<file path="src/rtl/game_pkg.sv">
// Shared definitions for the game sequencer and the score datapath.
// The FINISH encoding (3'b101) is also decoded by high_score_check.
package game_pkg;

    localparam int MODE_W = 3;

    typedef enum logic [MODE_W-1:0] {
        MODE_IDLE      = 3'b000,
        MODE_COUNTDOWN = 3'b010,
        MODE_PLAY      = 3'b011,
        MODE_PAUSE     = 3'b100,
        MODE_FINISH    = 3'b101
    } mode_t;

endpackage

</file>
<file path="src/rtl/game_timer.sv">
// Loadable tick-driven down-counter. Load has priority; otherwise the count
// steps down on a tick while enabled and holds at zero.
module game_timer #(
    parameter int W = 4
) (
    input  logic         clk,
    input  logic         rst,
    input  logic         load,
    input  logic [W-1:0] load_val,
    input  logic         en,
    input  logic         tick,
    output logic [W-1:0] cnt,
    output logic         at_one
);

    logic [W-1:0] cnt_q;
    logic [W-1:0] cnt_d;

    // Next count: load, else enabled tick decrement, else hold.
    always_comb begin
        cnt_d = cnt_q;
        if (load) begin
            cnt_d = load_val;
        end else if (en && tick && (cnt_q != '0)) begin
            cnt_d = cnt_q - W'(1);
        end
    end

    // Count register.
    always_ff @(posedge clk or posedge rst) begin
        if (rst) begin
            cnt_q <= '0;
        end else begin
            cnt_q <= cnt_d;
        end
    end

    assign cnt    = cnt_q;
    assign at_one = (cnt_q == W'(1));

endmodule

</file>
<file path="src/rtl/game_mode_ctrl.sv">
// Game sequencer: countdown, timed play, pause, finish; owns score and combo.
// Optional build macro: COMBO_BONUS_EN (double score per hit at high combo).
//
// state     | meaning
// ----------+-------------------------------------------------
// IDLE      | waiting for start; last score still shown
// COUNTDOWN | count_digit runs COUNT_SEC..1 on ticks
// PLAY      | song timer runs; hits/misses update score/combo
// PAUSE     | timer, score and combo frozen
// FINISH    | final score held for high_score_check
module game_mode_ctrl
    import game_pkg::*;
#(
    parameter int SCORE_W      = 4,
    parameter int COMBO_W      = 4,
    parameter int TIME_W       = 8,
    parameter int SONG_TICKS   = 120,
    parameter int COUNT_SEC    = 3,
    parameter int COMBO_THRESH = 4
) (
    input  logic                clk,
    input  logic                rst,
    input  logic                tick,
    input  logic                start_p,
    input  logic                pause_p,
    input  logic                hit_p,
    input  logic                miss_p,
    output logic [MODE_W-1:0]   mode,
    output logic [SCORE_W-1:0]  score,
    output logic [COMBO_W-1:0]  combo,
    output logic [3:0]          count_digit,
    output logic [TIME_W-1:0]   time_left,
    output logic                play_active
);

    mode_t              state_q, state_d;
    logic [SCORE_W-1:0] score_q, score_d;
    logic [COMBO_W-1:0] combo_q, combo_d;
    logic               play_active_q;

    logic               cd_load, cd_en, cd_at_one;
    logic [3:0]         cd_val;
    logic               st_load, st_en, st_at_one;
    logic [TIME_W-1:0]  st_val;

    logic [1:0]         inc;
    logic [SCORE_W:0]   score_sum;

    // Points for a hit; the bonus looks at the combo before this hit.
    always_comb begin
`ifdef COMBO_BONUS_EN
        inc = (combo_q >= COMBO_W'(COMBO_THRESH)) ? 2'd2 : 2'd1;
`else
        inc = 2'd1;
`endif
        score_sum = {1'b0, score_q} + (SCORE_W+1)'(inc);
    end

    // Next-state, timer control and score/combo update.
    always_comb begin
        state_d = state_q;
        score_d = score_q;
        combo_d = combo_q;
        cd_load = 1'b0;
        cd_val  = 4'd0;
        cd_en   = 1'b0;
        st_load = 1'b0;
        st_val  = '0;
        st_en   = 1'b0;
        unique case (state_q)
            MODE_IDLE: begin
                if (start_p) begin
                    state_d = MODE_COUNTDOWN;
                    cd_load = 1'b1;
                    cd_val  = 4'(COUNT_SEC);
                end
            end
            MODE_COUNTDOWN: begin
                if (start_p) begin
                    state_d = MODE_IDLE;
                    cd_load = 1'b1;
                end else if (tick) begin
                    cd_en = 1'b1;
                    if (cd_at_one) begin
                        state_d = MODE_PLAY;
                        st_load = 1'b1;
                        st_val  = TIME_W'(SONG_TICKS);
                        score_d = '0;
                        combo_d = '0;
                    end
                end
            end
            MODE_PLAY: begin
                if (start_p) begin
                    state_d = MODE_IDLE;
                    st_load = 1'b1;
                end else if (pause_p) begin
                    state_d = MODE_PAUSE;
                end else begin
                    st_en = 1'b1;
                    if (tick && st_at_one) begin
                        state_d = MODE_FINISH;
                    end
                    if (miss_p) begin
                        combo_d = '0;
                    end else if (hit_p) begin
                        score_d = score_sum[SCORE_W] ? '1 : score_sum[SCORE_W-1:0];
                        if (combo_q != '1) begin
                            combo_d = combo_q + COMBO_W'(1);
                        end
                    end
                end
            end
            MODE_PAUSE: begin
                if (start_p) begin
                    state_d = MODE_IDLE;
                    st_load = 1'b1;
                end else if (pause_p) begin
                    state_d = MODE_PLAY;
                end
            end
            MODE_FINISH: begin
                if (start_p) begin
                    state_d = MODE_IDLE;
                end
            end
            default: begin
                state_d = MODE_IDLE;
            end
        endcase
    end

    // State, score, combo and play flag registers.
    always_ff @(posedge clk or posedge rst) begin
        if (rst) begin
            state_q       <= MODE_IDLE;
            score_q       <= '0;
            combo_q       <= '0;
            play_active_q <= 1'b0;
        end else begin
            state_q       <= state_d;
            score_q       <= score_d;
            combo_q       <= combo_d;
            play_active_q <= (state_d == MODE_PLAY);
        end
    end

    game_timer #(.W(4)) u_countdown (
        .clk      (clk),
        .rst      (rst),
        .load     (cd_load),
        .load_val (cd_val),
        .en       (cd_en),
        .tick     (tick),
        .cnt      (count_digit),
        .at_one   (cd_at_one)
    );

    game_timer #(.W(TIME_W)) u_song (
        .clk      (clk),
        .rst      (rst),
        .load     (st_load),
        .load_val (st_val),
        .en       (st_en),
        .tick     (tick),
        .cnt      (time_left),
        .at_one   (st_at_one)
    );

    assign mode        = state_q;
    assign score       = score_q;
    assign combo       = combo_q;
    assign play_active = play_active_q;

endmodule

</file>
<file path="config.mk">
export PLATFORM = sky130hd
export DESIGN_NAME = game_mode_ctrl
export DESIGN_NICKNAME = d
export VERILOG_FILES = /design/src/rtl/game_pkg.sv /design/src/rtl/game_timer.sv /design/src/rtl/game_mode_ctrl.sv
export SDC_FILE = /design/constraint.sdc
export NUM_CORES = 1
export LEC_CHECK = 0
export BUFFER_PORTS_ARGS = -buffer_cell sky130_fd_sc_hd__buf_2
export CAP_MARGIN = 5
export CELL_PAD_IN_SITES_DETAIL_PLACEMENT = 1
export CELL_PAD_IN_SITES_GLOBAL_PLACEMENT = 1
export CORE_ASPECT_RATIO = 1.75
export CORE_UTILIZATION = 28
export DETAILED_ROUTE_END_ITERATION = 10
export PLACE_DENSITY = 0.56
export SLEW_MARGIN = 20
export SYNTH_ARGS = -nofsm -noshare
export SYNTH_HDL_FRONTEND = slang
export SYNTH_SLANG_ARGS = --single-unit
export TNS_END_PERCENT = 50
</file>
<file path="constraint.sdc">
create_clock -name clk -period 2.8 [get_ports clk]
set_input_delay 0.14 -clock clk [delete_from_list [all_inputs] [get_ports clk]]
set_output_delay 0.14 -clock clk [all_outputs]
set_load 0.02 [all_outputs]
</file>
==> impl_metrics.ini, run 1 <==
[placed_design]
placed_area_sq_um = 1798
pre_cts_slack_ns = 0.4442
routabilityCongestion = 0.7493
placed_cells_incl_taps = 263
hpwlAfterDp_um = 3393
port_buffers = 30

[timing]
timing.setup.tns_ns = 0
finalCritPeriodShare_pct = 85.22
min_period_ns = 2.386
drv_slew = 0
tightest_slew_ns = 0.9585
hold_viol = 24
holdWs_ns = -0.05467
slew_headroom_pct = 35.70
fin_skew_ns = 0.008011
worst_slack_ns = 0.4137
setup_violations = 0
fmaxAchievable_mhz = 419.1
rsz0062_at_grt = no

[clock_tree]
cts_buffers = 3
post_cts_buffers = 0
clock-sinks = 24
insertion_delay_ns = 0.27
cts_resized = 0
clk_pin_slew_ns = 0.10
postCtsHoldBufs = 0
cts_tree = yes
cts_root_buf = clkbuf_8
clock_path_buffers = 2
cts_max_level = 1

[logic_synthesis]
syn_nets = 179
ys_types = 53
synth_edf_count = 0
ys_seq_area_share_pct = 37.83
netlist_area_sq_um = 1588
synth-seq-cells = 24
syn_avg_cell_area_sq_um = 9.623
synth_ff_type = dfrtp_1
async_flop_share_pct = 100.0
syn_inst = 165
yosys_warnings = 0

[grt]
track_usage_pct = 16.20
met1_usage_pct = 17.84
grt_util_met2_pct = 30.68
grt_antenna_before_repair = 0
grt_overflow = 0
grt_max_degree = 25
gr-usage-met3_pct = 1.788
grt.busiest_layer = met2
grt_pass1_vias = 1498
grt_pass1_wl_um = 7383

[status]
status = finished with violations
violations = negative hold slack

[setup_path]
r2r-end = combo[0]
regToRegSetupSlack_ns = 0.41
startpoint = u_countdown.cnt[1]
slowest_stage = or4_1
r2r_cells = 6
arrival_ns = 2.58
cp-end-kind = register
crit_chain = inv_1 -> ha_1 -> nor3b_1 -> o221ai_1 -> or4_1 -> mux2i_1
start_kind = register
cpPeakStageDelay_ns = 0.68
r2r-start = u_countdown.cnt[1]
worstPathMaxFanout = 12
path_class = register to register
worstPathRequired_ns = 2.99

[final_layout]
final_cell_mix = buf_2, dfrtp_1, nor2_1
drive_gt1_share_pct = 22.28
layout_commonest_cell = buf_2
fin_nets = 208
instances_no_fill = 267
syn2layout_area_growth_pct = 16.71
final_util_pct = 34.68
diodes = 0
fin_area_sq_um = 1853

[power]
swShare_pct = 42.90
p_total_mw = 1.367
p_per_area_nw_per_um2 = 737.8
leakage_nw = 0.8299
switchingPower_mw = 0.5865
clkPwrFrac_pct = 18.2
combPwrFrac_pct = 41.4
seq_power_share_pct = 40.3
power.internal_mw = 0.7807
peakVddDrop_v = 0.0003165

[route]
route.antenna.remaining_nets = 0
viasPerCell = 5.494
dr.pass1.iters = 4
drt-initial-drc-count = 57
vias = 1467
wl_per_cell_um = 16.63
totalWireLength_um = 4440
drc = 0

[die]
rows = 35
die_w_um = 58.93
floorplan.initialDensity_pct = 29.72
num_io_pins = 31
die_h_um = 101.6
core_sq_um = 5343
dieArea_sq_um = 5988

[hold_path]
hold_class = input port to asynchronous set/reset pin

[flow_run]
max_cap_violations = 0
==> per-layer routing <==
metal  vias to the layer above  wire length (um)
met3                         8               103
met1                       745              1765
met5                         -                 0
met2                        31              2470
met4                         0               101
li1                        683                 -
==> registers in the layout, indices dropped and copies added (netlist names) <==
name             cells
play_active          1
mode                 3
score                4
combo                4
u_countdown.cnt      4
u_song.cnt           8
==> how the worst max path moves through the flow <==
| stage | endpoint | slack [ns] |
|---|---|---|
| 6_report | combo[0] | 0.41 |
| 3_5_place_dp | combo[0] | 0.44 |
| 5_1_grt | combo[0] | 0.19 |
| 4_1_cts | combo[0] | 0.41 |
| 2_1_floorplan | u_song.cnt[6] | 0.88 |
| 3_3_place_gp | combo[0] | 0.58 |
==> worst max-delay path, delay by kind of cell, from the launching register on <==
family | cells | cell delay [ns]
flops | 1 | 0.42
simple gates | 2 | 0.99
compound gates | 1 | 0.50
buf+inv | 1 | 0.09
mux | 1 | 0.16
fa+ha+maj | 1 | 0.16
==> synth_stat cells (all sizes together), types with 6 or more instances <==
master	number	area [sq um]
buf	6	36.28
nand2	8	30.03
o31ai	6	45.04
dfrtp	24	600.6
nor2	11	41.29
o21ai	8	40.04
inv	9	33.78
or3	7	48.80
a21oi	7	35.03
ha	7	87.58
==> cells by family after synthesis <==
family / synth area share, %
XOR/XNOR: 1.103
adder cells (fa/ha/maj): 5.516
buffers and inverters: 4.649
flip-flops: 37.83
AND/OR/NAND/NOR: 27.82
multiplexers: 1.970
AO/OA/AOI/OAI: 21.12
==> power groups by stage <==
stage	Combinational (mW)	Clock [mW]	Sequential [mW]
floorplan	0.329	0	0.614
global placement	0.555	0	0.550
detailed placement	0.575	0	0.557
CTS	0.577	0.264	0.550
global route	0.628	0.274	0.569
finish	0.566	0.249	0.551
==> cell type report <==
type                            instances  area, sq um
Timing Repair Buffer                   31        157.7
Clock buffer                            4        55.05
Tap cell                               74        92.59
Sequential cell                        24        600.6
Inverter                                9        33.78
Multi-Input combinational cell        125        913.4
Fill cell                             658         3490
(Power assumes the default switching activity.)
==> inputs of run 2 (changes only) <==
HOLD_SLACK_MARGIN = 0.06   (was default)
MAX_ROUTING_LAYER = met4   (was default)
RECOVER_POWER = 100   (was default)
==> run 2 against run 1 <==
Compared with the run above: the run now ends clean; setup slack lost 0.0080 ns; design area down 2.1%; global-route usage up 0.49 points; highest routed layer unchanged.
==> impl_metrics.ini, run 2 (synthesis gave the netlist of run 1 again) <==
[status]
status = finished, final reports clean

[placed_design]
hpwlAfterDp_um = 3393
routabilityCongestion = 0.7589
port_buffers = 30
placed_area_sq_um = 1798

[die]
die_h_um = 101.6
die_w_um = 58.93
dieArea_sq_um = 5988
core_sq_um = 5343
floorplan.initialDensity_pct = 29.72
num_io_pins = 31
rows = 35

[clock_tree]
post_cts_buffers = 0
cts_max_level = 1
cts_resized = 0
cts_tree = yes
clock-sinks = 24
cts_root_buf = clkbuf_8
insertion_delay_ns = 0.27
clk_pin_slew_ns = 0.10
clock_path_buffers = 2
cts_buffers = 3
postCtsHoldBufs = 0

[timing]
setup_violations = 0
fin_skew_ns = 0.008817
min_period_ns = 2.394
fmaxAchievable_mhz = 417.7
rsz0062_at_grt = no
slew_headroom_pct = 26.60
tightest_slew_ns = 1.092
hold_viol = 0
finalCritPeriodShare_pct = 85.51
drv_slew = 0
timing.setup.tns_ns = 0

[setup_path]
critPathTopFamily = simple AND/OR/NAND/NOR gates
path_class = register to register
cp-end-kind = register
arrival_ns = 2.56
crit_chain = or3_1 -> nor4_2 -> a211oi_1 -> a211o_1
worstPathRequired_ns = 2.97
cpPeakStageDelay_ns = 0.92
cp_num_buf_inv = 0
worstPathMaxFanout = 13
slowest_stage = nor4_2
start_kind = register

[grt]
track_usage_pct = 16.68
grt_overflow = 0
grt_max_degree = 25
grt_antenna_before_repair = 0
grt_pass1_vias = 1498
grt_pass1_wl_um = 7383

[route]
drc = 0
route.antenna.remaining_nets = 0
wl_per_cell_um = 16.63
vias = 1477
drt-initial-drc-count = 66
viasPerCell = 5.511
dr.pass1.iters = 4
totalWireLength_um = 4458

[power]
leakage_nw = 0.7391
peakVddDrop_v = 0.0003085
p_per_area_nw_per_um2 = 734.5

[final_layout]
n_fill_cell = 663
final_cell_mix = dfrtp_1, clkbuf_1, nor2_1
drive_gt1_share_pct = 8.763
fin_area_sq_um = 1814
largest_reg_flops = 8
diodes = 0
fin_nets = 209
syn2layout_area_growth_pct = 14.26

[flow_run]
max_cap_violations = 0

[hold_path]
hold_class = input port to register
[run 2: final timing paths]
kind | slack (ns) | cells after the start | end | from
max reg2reg | 0.41 | 4 | u_song.cnt[5] | u_song.cnt[4]
min in group asynchronous | 0.50 | 3 | u_song.cnt[4] | rst
max | 0.41 | 4 | u_song.cnt[5] | u_song.cnt[4]
max in group asynchronous | 1.85 | 3 | u_countdown.cnt[1] | rst
min reg2reg | 0.56 | 1 | combo[0] | combo[0]
min | 0.19 | 2 | u_countdown.cnt[2] | start_p
[run 2: where the power goes]
group | total [mW] | internal [mW] | switching, mW | leakage, nW
Combinational | 0.535 | 0.208 | 0.327 | 0.394
Sequential | 0.547 | 0.422 | 0.126 | 0.316
Clock | 0.250 | 0.126 | 0.125 | 0.0288
Total | 1.33 | 0.756 | 0.577 | 0.739
[run 2: area by class of cell]
class / count / area, sq um / share of cell area, %
sequential: 24 / 600.6 / 33.10
tap: 74 / 92.59 / 5.103
inverter: 9 / 33.78 / 1.862
clock buffer: 4 / 55.05 / 3.034
timing repair buffer: 32 / 137.6 / 7.586
multi-input combinational: 125 / 894.6 / 49.31
[run 2: worst reg2reg max path, stage by stage, from the launching register on]
cell and delay [ns]:
dfrtp_1 0.47, or3_1 0.46, nor4_2 0.92, a211oi_1 0.12, a211o_1 0.32
[run 2: per-stage QoR]
step                setup slack (ns)  hold slack (ns)  utilization, %  total power [mW]  instances
floorplan                     0.8793           0.1546               -            0.9435        165
global placement              0.5779           0.4196           33.65             1.104        263
detailed placement            0.4442           0.4543           33.65             1.132        263
CTS                           0.4068           0.1416           34.68             1.391        267
global route                  0.1847           0.1949           33.96             1.436        268
finish                        0.4058           0.1895           33.96             1.333        268
[run 2: per-layer routing]
layer	share of wire, %	GRT usage (%)	up-vias
met4	2.3	6.044	0
met2	55	30.68	29
met5	0	-	-
li1	-	-	685
met3	1.9	1.533	8
met1	41	18.00	755
==> inputs of run 3 (changes only) <==
CORE_UTILIZATION = 45   (was 28)
PLACE_DENSITY = 0.83   (was 0.56)
==> run 3 against run 2 <==
Compared with the run above: setup slack worse by 0.046 ns; combinational power barely moved; total power down 2.4%; global-route usage grew 10 points; highest routed layer unchanged; sequential power increased by 2%; clock skew rose by 0.0014 ns.
==> impl_metrics.ini, run 3 (synthesis gave the netlist of run 1 again) <==
[status]
status = finished, final reports clean

[final_layout]
n_fill_cell = 449
final_cell_mix = dfrtp_1, clkbuf_1, nor2_1, inv_1
syn2layout_area_growth_pct = 9.929
fin_nets = 207
diodes = 0
drive_gt1_share_pct = 7.853
largest_reg_flops = 8

[clock_tree]
post_cts_buffers = 0
postCtsHoldBufs = 0
cts_max_level = 1
cts_resized = 0
cts_tree = yes
clock-sinks = 24
clock_path_buffers = 2
cts_root_buf = clkbuf_8
cts_buffers = 3
insertion_delay_ns = 0.27
clk_pin_slew_ns = 0.09

[setup_path]
worstPathMaxFanout = 13
regToRegSetupSlack_ns = 0.36
r2r-end = u_song.cnt[6]
r2r_cells = 4
r2r-start = u_song.cnt[4]
start_kind = register
path_class = register to register
arrival_ns = 2.60
cp-end-kind = register
worstPathRequired_ns = 2.96

[grt]
grt_pass1_wl_um = 7176
track_usage_pct = 26.74
grt_max_degree = 25
grt_pass1_vias = 1542
grt_antenna_before_repair = 0
grt_overflow = 0

[timing]
timing.setup.tns_ns = 0
min_period_ns = 2.440
holdWs_ns = 0.06396
finalCritPeriodShare_pct = 87.14
fin_skew_ns = 0.01027
rsz0062_at_grt = no
slew_headroom_pct = 26.18
hold_viol = 0
tightest_slew_ns = 1.098
drv_slew = 0
setup_violations = 0
fmaxAchievable_mhz = 409.9

[die]
rows = 28
die_w_um = 46.90
dieArea_sq_um = 3779
floorplan.initialDensity_pct = 47.21
core_sq_um = 3363
num_io_pins = 31
die_h_um = 80.58

[route]
route.antenna.remaining_nets = 0
viasPerCell = 6.246
drc = 0
vias = 1474
totalWireLength_um = 4388
dr.pass1.iters = 4
wl_per_cell_um = 18.59
drt-initial-drc-count = 15

[flow_run]
max_cap_violations = 0

[placed_design]
port_buffers = 30
routabilityCongestion = 0.7633
hpwlAfterDp_um = 3321

[power]
peakVddDrop_v = 0.0004306
leakage_nw = 0.7266
p_per_area_nw_per_um2 = 744.9
p_total_mw = 1.300

[hold_path]
hold_class = input port to asynchronous set/reset pin
## run 3: changes by cell type in the layout (fill, tap and decap cells not counted), sizes merged
| cell | previous run | this run |
|---|---|---|
| clkbuf | 28 | 27 |
| inv | 8 | 9 |
| buf | 7 | 6 |
| dlygate4sd3 | 1 | 0 |
| clkinv | 1 | 0 |
## run 3: area by class of cell
class | instances | area [sq um] | share of cell area [%]
clock buffer | 3 | 41.29 | 2.366
timing repair buffer | 30 | 120.1 | 6.882
tap | 45 | 56.30 | 3.226
inverter | 9 | 33.78 | 1.935
multi-input combinational | 125 | 893.4 | 51.18
sequential | 24 | 600.6 | 34.41
## run 3: power by group
part	total (mW)	leakage [nW]	switching [mW]	internal, mW
logic	0.536	0.389	0.329	0.206
clock network	0.208	0.0216	0.112	0.0964
registers	0.556	0.316	0.135	0.422
total	1.30	0.727	0.576	0.724
## run 3: worst max-delay path, cell delays in order, from the launching register on
cell,delay (ns)
dfrtp_1,0.48
or3_1,0.45
nor4_2,0.92
a211oi_1,0.15
a211o_1,0.33
## run 3: worst max-delay path by stage
stage / endpoint / cells after the start / startpoint / slack (ns)
2_1_floorplan: u_song.cnt[6] / 6 / u_song.cnt[0] / 0.88
3_3_place_gp: combo[1] / 6 / u_countdown.cnt[1] / 0.66
3_5_place_dp: combo[1] / 6 / u_countdown.cnt[1] / 0.48
4_1_cts: combo[1] / 6 / u_countdown.cnt[1] / 0.41
5_1_grt: u_song.cnt[6] / 4 / u_song.cnt[4] / 0.19
6_report: u_song.cnt[6] / 4 / u_song.cnt[4] / 0.36
## run 3: routing by layer
layer	part of all wire (%)	track usage, %	routed length, um	up-vias
li1	-	-	-	681
met1	39	28.33	1711	752
met2	57	48.33	2486	31
met3	1.9	2.472	85	10
met4	2.4	10.00	105	0
met5	0	-	0	-
## run 3: per-stage QoR
| stage | utilization [%] | setup slack (ns) | cell area, sq um | cells |
|---|---|---|---|---|
| floorplan | - | 0.8793 | 1588 | 165 |
| global placement | 52.16 | 0.6612 | 1754 | 233 |
| detailed placement | 52.16 | 0.4825 | 1754 | 233 |
| CTS | 53.39 | 0.4124 | 1795 | 236 |
| global route | 51.90 | 0.1937 | 1745 | 236 |
| finish | 51.90 | 0.3601 | 1745 | 236 |
